<file path="config.mk">
export PLATFORM = sky130hd
export DESIGN_NAME = mem_arbiter_flat
export DESIGN_NICKNAME = d
export VERILOG_FILES = /design/src/rtl/mem_arbiter_pkg.sv /design/src/rtl/mem_arbiter_if.sv /design/src/rtl/mem_arbiter_rr_pick2.sv /design/src/rtl/mem_arbiter.sv /design/src/flat_wrapper.sv
export SDC_FILE = /design/constraint.sdc
export NUM_CORES = 1
export LEC_CHECK = 0
export CORE_AREA = 2 2 242 244
export CTS_BUF_LIST = sky130_fd_sc_hd__clkbuf_8
export DETAILED_ROUTE_END_ITERATION = 8
export DIE_AREA = 0 0 244 246
export GPL_TIMING_DRIVEN = 1
export PLACE_DENSITY_LB_ADDON = 0.1
export SLEW_MARGIN = 25
export SYNTH_ARGS = -nofsm -noshare
export SYNTH_HDL_FRONTEND = slang
export SYNTH_SLANG_ARGS = --single-unit
</file>
<file path="constraint.sdc">
create_clock -name clock -period 3.7 [get_ports clock]
set_clock_uncertainty 0.05 [all_clocks]
set_input_delay 1.11 -clock clock [delete_from_list [all_inputs] [get_ports clock]]
set_output_delay 1.11 -clock clock [all_outputs]
set_load 0.01 [all_outputs]
</file>
<file path="src/rtl/mem_arbiter_pkg.sv">
// Shared types and default widths for the two-requester memory arbiter.
// Owner encoding is also the encoding of the round-robin "last granted" pointer.
package mem_arbiter_pkg;

  localparam int CORE_AW = 64;
  localparam int CORE_DW = 64;

  typedef enum logic [1:0] {
    IDLE  = 2'd0,
    OWN_I = 2'd1,
    OWN_D = 2'd2
  } state_e;

  typedef enum logic {
    OWN_IMEM = 1'b0,
    OWN_DMEM = 1'b1
  } owner_e;

endpackage

</file>
<file path="src/rtl/mem_arbiter_if.sv">
// Request/grant/response bundle for one memory port; master issues requests,
// slave grants them and returns responses.
interface mem_arbiter_if #(
  parameter int AW = mem_arbiter_pkg::CORE_AW,
  parameter int DW = mem_arbiter_pkg::CORE_DW
) ();

  localparam int SW = DW / 8;

  logic          req;
  logic          wen;
  logic [AW-1:0] addr;
  logic [SW-1:0] strb;
  logic [DW-1:0] wdata;
  logic          gnt;
  logic          recv;
  logic          err;
  logic [DW-1:0] rdata;

  modport master (
    output req, wen, addr, strb, wdata,
    input  gnt, recv, err, rdata
  );

  modport slave (
    input  req, wen, addr, strb, wdata,
    output gnt, recv, err, rdata
  );

endinterface

</file>
<file path="src/rtl/mem_arbiter_rr_pick2.sv">
// Two-way round-robin selector: on a tie the requester that was not granted
// last wins. Bit 0 is imem, bit 1 is dmem; the output is one-hot or zero.
module rr_pick2 (
  input  logic [1:0] req,
  input  logic       last,
  output logic [1:0] gnt
);

  always_comb begin
    unique case (req)
      2'b01:   gnt = 2'b01;
      2'b10:   gnt = 2'b10;
      2'b11:   gnt = last ? 2'b01 : 2'b10;
      default: gnt = 2'b00;
    endcase
  end

endmodule

</file>
<file path="src/rtl/mem_arbiter.sv">
// Arbitrates imem and dmem requesters onto one memory port with zero added
// latency, round-robin fairness and at most one outstanding response.
module mem_arbiter
  import mem_arbiter_pkg::*;
#(
  parameter int AW = CORE_AW,
  parameter int DW = CORE_DW
) (
  input  logic          clock,
  input  logic          g_resetn,
  mem_arbiter_if.slave  imem,
  mem_arbiter_if.slave  dmem,
  mem_arbiter_if.master mem
);

  localparam int SW = DW / 8;

  state_e        state_q, state_d;
  owner_e        last_q;
  logic          rsp_pend_q;
  owner_e        rsp_owner_q;

  logic [1:0]    pick;
  owner_e        sel;
  logic          sel_valid;
  logic          sel_req;
  logic          gate;
  logic          fwd_req;
  logic          xfer;
  logic [AW-1:0] addr_sel;
  logic [SW-1:0] strb_sel;
  logic [DW-1:0] wdata_sel;

  rr_pick2 u_pick (
    .req  ({dmem.req, imem.req}),
    .last (last_q),
    .gnt  (pick)
  );

  // Owner is chosen fresh only in IDLE; once locked it holds until granted.
  // NOTE: every always_comb output gets a default first so no path leaves a
  // variable unassigned, which would otherwise infer a latch.
  always_comb begin
    sel       = OWN_IMEM;
    sel_valid = 1'b0;
    unique case (state_q)
      IDLE: begin
        sel_valid = |pick;
        sel       = pick[1] ? OWN_DMEM : OWN_IMEM;
      end
      OWN_I: begin
        sel_valid = 1'b1;
        sel       = OWN_IMEM;
      end
      OWN_D: begin
        sel_valid = 1'b1;
        sel       = OWN_DMEM;
      end
      default: begin
        sel_valid = 1'b0;
        sel       = OWN_IMEM;
      end
    endcase
  end

  assign sel_req   = (sel == OWN_DMEM) ? dmem.req   : imem.req;
  assign addr_sel  = (sel == OWN_DMEM) ? dmem.addr  : imem.addr;
  assign strb_sel  = (sel == OWN_DMEM) ? dmem.strb  : imem.strb;
  assign wdata_sel = (sel == OWN_DMEM) ? dmem.wdata : imem.wdata;

  // A new request may issue when the slot is free or is being freed this cycle.
  // The reset term keeps the request quiet while g_resetn is held low.
  assign gate    = !rsp_pend_q || mem.recv;
  assign fwd_req = g_resetn && sel_valid && sel_req && gate;
  assign xfer    = fwd_req && mem.gnt;

  assign mem.req   = fwd_req;
  assign mem.wen   = (sel == OWN_DMEM) ? dmem.wen : imem.wen;
  assign mem.addr  = addr_sel;
  assign mem.strb  = strb_sel;
  assign mem.wdata = wdata_sel;

  assign imem.gnt = xfer && (sel == OWN_IMEM);
  assign dmem.gnt = xfer && (sel == OWN_DMEM);

  assign imem.recv  = mem.recv && rsp_pend_q && (rsp_owner_q == OWN_IMEM);
  assign dmem.recv  = mem.recv && rsp_pend_q && (rsp_owner_q == OWN_DMEM);
  assign imem.err   = mem.err  && imem.recv;
  assign dmem.err   = mem.err  && dmem.recv;
  assign imem.rdata = mem.rdata;
  assign dmem.rdata = mem.rdata;

  always_comb begin
    state_d = IDLE;
    if (sel_valid && !xfer) begin
      state_d = (sel == OWN_DMEM) ? OWN_D : OWN_I;
    end
  end

  // NOTE: sequential state uses non-blocking assignments so every register
  // samples the pre-edge values regardless of statement order.
  always_ff @(posedge clock or negedge g_resetn) begin
    if (!g_resetn) begin
      state_q     <= IDLE;
      last_q      <= OWN_IMEM;
      rsp_pend_q  <= 1'b0;
      rsp_owner_q <= OWN_IMEM;
    end else begin
      state_q <= state_d;
      if (xfer) begin
        last_q      <= sel;
        rsp_pend_q  <= 1'b1;
        rsp_owner_q <= sel;
      end else if (mem.recv) begin
        rsp_pend_q <= 1'b0;
      end
    end
  end

endmodule

</file>
<file path="src/flat_wrapper.sv">
// flat-port wrapper written by rule: the top's interface ports become plain ports
module mem_arbiter_flat import mem_arbiter_pkg::*;
#(
  parameter int AW = CORE_AW,
  parameter int DW = CORE_DW
)
  (clock, g_resetn, imem_req, imem_wen, imem_addr, imem_strb, imem_wdata, imem_gnt, imem_recv, imem_err, imem_rdata, dmem_req, dmem_wen, dmem_addr, dmem_strb, dmem_wdata, dmem_gnt, dmem_recv, dmem_err, dmem_rdata, mem_req, mem_wen, mem_addr, mem_strb, mem_wdata, mem_gnt, mem_recv, mem_err, mem_rdata);
  mem_arbiter_if #(.AW(AW), .DW(DW)) imem_i ();
  mem_arbiter_if #(.AW(AW), .DW(DW)) dmem_i ();
  mem_arbiter_if #(.AW(AW), .DW(DW)) mem_i ();
  input  logic clock;
  input  logic g_resetn;
  input wire logic [$bits(imem_i.req)-1:0] imem_req;
  input wire logic [$bits(imem_i.wen)-1:0] imem_wen;
  input wire logic [$bits(imem_i.addr)-1:0] imem_addr;
  input wire logic [$bits(imem_i.strb)-1:0] imem_strb;
  input wire logic [$bits(imem_i.wdata)-1:0] imem_wdata;
  output wire logic [$bits(imem_i.gnt)-1:0] imem_gnt;
  output wire logic [$bits(imem_i.recv)-1:0] imem_recv;
  output wire logic [$bits(imem_i.err)-1:0] imem_err;
  output wire logic [$bits(imem_i.rdata)-1:0] imem_rdata;
  input wire logic [$bits(dmem_i.req)-1:0] dmem_req;
  input wire logic [$bits(dmem_i.wen)-1:0] dmem_wen;
  input wire logic [$bits(dmem_i.addr)-1:0] dmem_addr;
  input wire logic [$bits(dmem_i.strb)-1:0] dmem_strb;
  input wire logic [$bits(dmem_i.wdata)-1:0] dmem_wdata;
  output wire logic [$bits(dmem_i.gnt)-1:0] dmem_gnt;
  output wire logic [$bits(dmem_i.recv)-1:0] dmem_recv;
  output wire logic [$bits(dmem_i.err)-1:0] dmem_err;
  output wire logic [$bits(dmem_i.rdata)-1:0] dmem_rdata;
  output wire logic [$bits(mem_i.req)-1:0] mem_req;
  output wire logic [$bits(mem_i.wen)-1:0] mem_wen;
  output wire logic [$bits(mem_i.addr)-1:0] mem_addr;
  output wire logic [$bits(mem_i.strb)-1:0] mem_strb;
  output wire logic [$bits(mem_i.wdata)-1:0] mem_wdata;
  input wire logic [$bits(mem_i.gnt)-1:0] mem_gnt;
  input wire logic [$bits(mem_i.recv)-1:0] mem_recv;
  input wire logic [$bits(mem_i.err)-1:0] mem_err;
  input wire logic [$bits(mem_i.rdata)-1:0] mem_rdata;
  assign imem_i.req = imem_req;
  assign imem_i.wen = imem_wen;
  assign imem_i.addr = imem_addr;
  assign imem_i.strb = imem_strb;
  assign imem_i.wdata = imem_wdata;
  assign imem_gnt = imem_i.gnt;
  assign imem_recv = imem_i.recv;
  assign imem_err = imem_i.err;
  assign imem_rdata = imem_i.rdata;
  assign dmem_i.req = dmem_req;
  assign dmem_i.wen = dmem_wen;
  assign dmem_i.addr = dmem_addr;
  assign dmem_i.strb = dmem_strb;
  assign dmem_i.wdata = dmem_wdata;
  assign dmem_gnt = dmem_i.gnt;
  assign dmem_recv = dmem_i.recv;
  assign dmem_err = dmem_i.err;
  assign dmem_rdata = dmem_i.rdata;
  assign mem_req = mem_i.req;
  assign mem_wen = mem_i.wen;
  assign mem_addr = mem_i.addr;
  assign mem_strb = mem_i.strb;
  assign mem_wdata = mem_i.wdata;
  assign mem_i.gnt = mem_gnt;
  assign mem_i.recv = mem_recv;
  assign mem_i.err = mem_err;
  assign mem_i.rdata = mem_rdata;
  mem_arbiter #(.AW(AW), .DW(DW)) u_core (.clock(clock), .g_resetn(g_resetn), .imem(imem_i), .dmem(dmem_i), .mem(mem_i));
endmodule
</file>
# Word-level counts from Yosys, hierarchy flattened
# Cells that the tools add are included.
# op_classes
n_eq_ne,5
muxes,14
bitwise_logic,2
n_reduce_logical,19
# op_table
cell,n
$mux 64,2
$logic_and 1x1->1,12
$mux 8,1
$eq 2x2->1 const B,3
$mux 2,3
$pmux 2 s3,1
$mux 1,5
$eq 2x1->1 const B,2
$pmux 1 s2,2
$reduce_or 2->1,2
$logic_not 1->1,2
$logic_not 2->1,1
$not 1->1,2
$reduce_bool 2->1,1
$logic_or 1x1->1,1
# totals
reg_bits,4
input_bits,345
output_inout_bits,272
wordCells,43

# Depth between registers and ports, before layout
# depth
depth_word,11
depth_mapped,8
ltp_nobuf,6

# Cells and area by module
# Synthesis repeated with hierarchy kept, for this count alone.
# hier_totals
cells_unflattened,605
hier_area_um2,2967.8
# modules_own_cells
module,instances,cells_each,area_per_inst_um2,seq_area_each_um2
mem_arbiter,1,602,2949.1,100.1
rr_pick2,1,3,18.8,0.0

# Least setup slack after synthesis
# No wires, ideal clock.
# synth_timing
kind,input port to output port
startpoint,input port imem_req
endpoint,output port mem_addr[0]
arrival_time_ns,1.912
t_required_ns,2.540
path_slack_ns,0.628
path_stages,7
path_buffers,3
path_cell_list,nand2_1 -> a31o_1 -> buf_2 -> buf_6 -> buf_6 -> nand2_1 -> nand2_1
# synth_via
elab_chain_cells,5
word_cells_on_any_way,7
classes_between,eq/ne (3); mux (4)
# synth_rtl
item,line,source
"start, declared",flat_wrapper.sv:13,input wire logic [$bits(imem_i.req)-1:0] imem_req;
$eq 2x2->1 or $eq 2x1->1 (tied branches),mem_arbiter_rr_pick2.sv:10,unique case (req)
$pmux 2 s3 (*),mem_arbiter_rr_pick2.sv:10,
$mux 1 (*),mem_arbiter.sv:49,sel = pick[1] ? OWN_DMEM : OWN_IMEM;
$pmux 1 s2 (*),mem_arbiter.sv:46,unique case (state_q)
$mux 64 (*),mem_arbiter.sv:67,assign addr_sel = (sel == OWN_DMEM) ? dmem.addr : imem.addr;
"end, declared",flat_wrapper.sv:33,output wire logic [$bits(mem_i.addr)-1:0] mem_addr;
# Mark *: on every way between the ends. The rest lies on a longest branch, timed or not.

# Worst setup path in the final report
# layout_timing
startpoint,input port imem_req
endpoint,output port mem_addr[48]
# Same word-level chain as after synthesis.

==> summary.md <==
| Metric | Value |
|---|---|
| Tcrit/Tclk final | `0.9730` |
| Wire length per cell | `roughly 13 um` |
| Setup violations, final | `0` |
| Worst Hold Class | `flop to flop` |
| Crit path cell chain | `clkbuf_2 > nand2_2 > a31oi_4 > buf_12 > buf_12 > bufbuf_16 > nand2_1 > nand2_2 > clkdlybuf4s15_2` |
| Io pins | `just over 600` |
| Initial antenna violation count | `1` |
| Top FF cell, synth | `dfrtp_1` |
| Cell area after layout | `about 0.0077 mm2` |
| Setup WS post-layout | `between 0.1 and 0.15 ns` |
| Core area | `0.05737 mm2` |
| Worst path bufs/invs | `5` |
| Flop2flop setup slack | `~2.0 ns` |
| Max Buffers Root-to-Sink | `2` |
| Synthesis-to-finish area growth | `151.2%` |
| Tot Pwr | `between 3 and 4 mW` |
| Ys Warns | `0` |
| PwrDens | `roughly 480 mW/mm2` |
| WL final | `between 20000 and 25000 um` |
| Status | `finished, final reports clean` |
| Iteration-0 DRC Markers | `76` |
| Number of global-route vias before repair | `~4800` |
| Vias | `4575` |
| Max incr delay on CP | `around 0.28 ns` |
| Synth cell types | `22` |
| Htree depth | `1` |
| Fmax | `between 200 and 300 MHz` |
| Clk Tree Root Cell | `clkbuf_8` |
| Via/cell ratio | `approximately 2.7` |
| Rel. slew slack | `0.8353` |
| Critical path capture point type | `output pin` |
| Clk sinks | `4` |
| TritonCTS clock tree | `built` |
| Max-slew violation count | `0` |
| Asr flop ratio synth | `1.000` |
| Critical-path top delay cell | `bufbuf_16` |
| Gr ovfl total | `0` |
| Seq/Total Area, Yosys | `0.03276` |
| Fill count | `about 6700` |
| Die width | `about 240 um` |
| Total die area | `0.06002 mm2` |
| RSZ-0062 raised after global routing | `false` |
| Crit-path max FO | `10` |
| P_leak | `about 3.6 nW` |
| Worst EP arrival | `2.44 ns` |
| EDFF count, synth | `0` |
| Dpl cell area | `0.007559 mm2` |
| FF+latch count, synth | `4` |
| Crit path kind | `primary input to output pin` |
| Crit path launch | `imem_req` |
| Synth cell count leaders | `416 x nand2_1, 139 x buf_4, 11 x buf_6` |
| Clock-pin slew on the worst setup and hold paths | `approximately 0.03 ns` |
| PortBufs | `~420` |
| Area leader, netlist | `nand2_1` |
| Share of post-route cells with drive strength above 1 | `0.1052` |
| Worst-Margin Slew | `0.2471 ns` |
| Clock latency on the worst-skew pair | `approximately 0.22 ns` |
| WP data required | `between 2 and 3 ns` |
| Die height | `246 um` |
| CTS Buf Count | `3` |
| Antenna Cells | `0` |
| Hpwl dp | `about 19000 um` |
| Hold depth | `1` |
| Layout net count | `between 1000 and 1500` |
| DRC Markers | `0` |
| Largest net degree at the start of global routing | `24` |
| First-pass GRT wire length | `30460 um` |
| Synth Area per Inst | `5.034 um2` |
| HP Start | `u_core.last_q$_DFFE_PN0P_` |
| Reg2Reg Depth | `8` |
| WHS Endpoint | `u_core.last_q$_DFFE_PN0P_` |
| Final Hold Viols | `0` |
| Yosys top cell area share | `0.5111` |
| Reg2reg end | `u_core.last_q$_DFFE_PN0P_` |
| Minimum clock period | `3.600 ns` |
| Global Route Usage Sum | `0.06668` |
| Dominant cells by area after synthesis | `nand2_1 51%, buf_4 34%, buf_6 4.1%` |
| Worst path top cell family by delay | `buffers and inverters` |
| CTS Hold Bufs | `0` |
| Most frequent cell after synthesis | `nand2_1` |
| Mapped Area | `~0.0031 mm2` |
| Initial Utilization | `0.05326` |
| First-pass iteration count of the detailed router | `4` |
| GPL Wtd Cong | `0.6998` |
| Syn Nets | `roughly 960` |
| VDD IR max | `0.0002085 V` |
| Row Count | `a little under 90` |
| Antenna-violating nets left | `0` |
| Mapped Cells | `a little over 600` |
| CP Launch Type | `primary input` |
| Number of max-cap violations | `0` |
| Dpl ws | `-0.6323 ns` |
| Reg-to-Reg Start | `u_core.state_q[0]$_DFF_PN0_` |
==> per-stage QoR <==
stage | hold WS (ns) | std cells | util | setup TNS [ns]
2_1_floorplan | 0.4613 | 607 | - | 0
3_3_place_gp | 0.6166 | 1686 | 0.1318 | -67.99
3_5_place_dp | 0.6014 | 1686 | 0.1318 | -70.13
4_1_cts | 0.6252 | 1697 | 0.1339 | -0.04077
5_1_grt | 0.6605 | 1697 | 0.1338 | 0
6_report | 0.5962 | 1697 | 0.1338 | 0
==> repair_timing <==
item / in CTS / in global routing
pin swaps: 2 / 1
gates cloned: 3 / 0
gates resized for setup: 243 / 5
setup buffers: 5 / 0
setup endpoints to repair: 140 / 101
==> layout by cell type (no fill, tap or decap) <==
cell	synthesis	routed
a21oi_1	2	2
a31o_4	0	1
a31oi_4	0	1
and3_1	1	1
and3b_1	1	1
and4_1	1	1
and4b_1	1	1
buf_12	0	11
buf_16	0	2
buf_2	6	6
buf_4	139	37
buf_6	11	3
buf_8	0	2
bufbuf_16	0	2
clkbuf_2	0	2
clkbuf_8	0	3
clkdlybuf4s15_1	0	18
clkdlybuf4s15_2	0	25
clkdlybuf4s50_1	0	281
dfrtp_1	4	4
dlygate4sd2_1	0	91
dlymetal6s2s_1	0	1
ha_1	3	3
inv_1	3	3
nand2_1	416	413
nand2_2	0	3
nand3_1	2	2
nor2_1	6	6
nor2b_1	2	2
nor3_1	1	1
o21ai_0	1	1
o21bai_1	1	1
o2bb2ai_1	1	1
==> cell type report <==
class	count	area [um2]	area share
Timing Repair Buffer	481	4806	0.6261
Multi-Input combinational cell	441	1760	0.2293
Tap cell	765	957.2	0.1247
Sequential cell	4	100.1	0.01304
Clock buffer	3	41.29	0.005379
Inverter	3	11.26	0.001467
==> flip-flops by register name (all words and copies together), names as in the netlist <==
name	cells
u_core.last_q	1
u_core.state_q	2
u_core.rsp_pend_q	1
==> power breakdown <==
group / switching, mW / total (mW) / leakage, nW / internal, mW
Sequential: 0.0210 / 0.0831 / 0.0513 / 0.0621
Clock: 0.0221 / 0.0914 / 0.0216 / 0.0693
Combinational: 1.72 / 3.53 / 3.54 / 1.81
Total: 1.76 / 3.70 / 3.61 / 1.94
==> metal layers <==
layer / vias up / wire (um) / global-route usage / share of wire
met1: 1885 / 7862 / 0.06804 / 0.36
met4: 2 / 314 / 0.01148 / 0.014
met5: - / 13 / 0 / 0.00060
met2: 327 / 11140 / 0.1265 / 0.51
li1: 2337 / - / - / -
met3: 24 / 2501 / 0.02887 / 0.11
==> worst max path at each step <==
| stage | endpoint | cells past startpoint |
|---|---|---|
| final | mem_addr[48] | 9 |
| after CTS | mem_addr[48] | 9 |
| after global routing | mem_addr[48] | 9 |
| after detailed placement | mem_strb[6] | 8 |
| after floorplan | mem_addr[0] | 7 |
| after global placement | mem_strb[6] | 8 |
==> cells by family after synthesis <==
family,share of synthesized area
buf+inv,0.3993
fa+ha+maj,0.01229
simple gates,0.5385
flops,0.03276
compound gates,0.01720
Note: power is estimated with default switching activity, not from simulation.
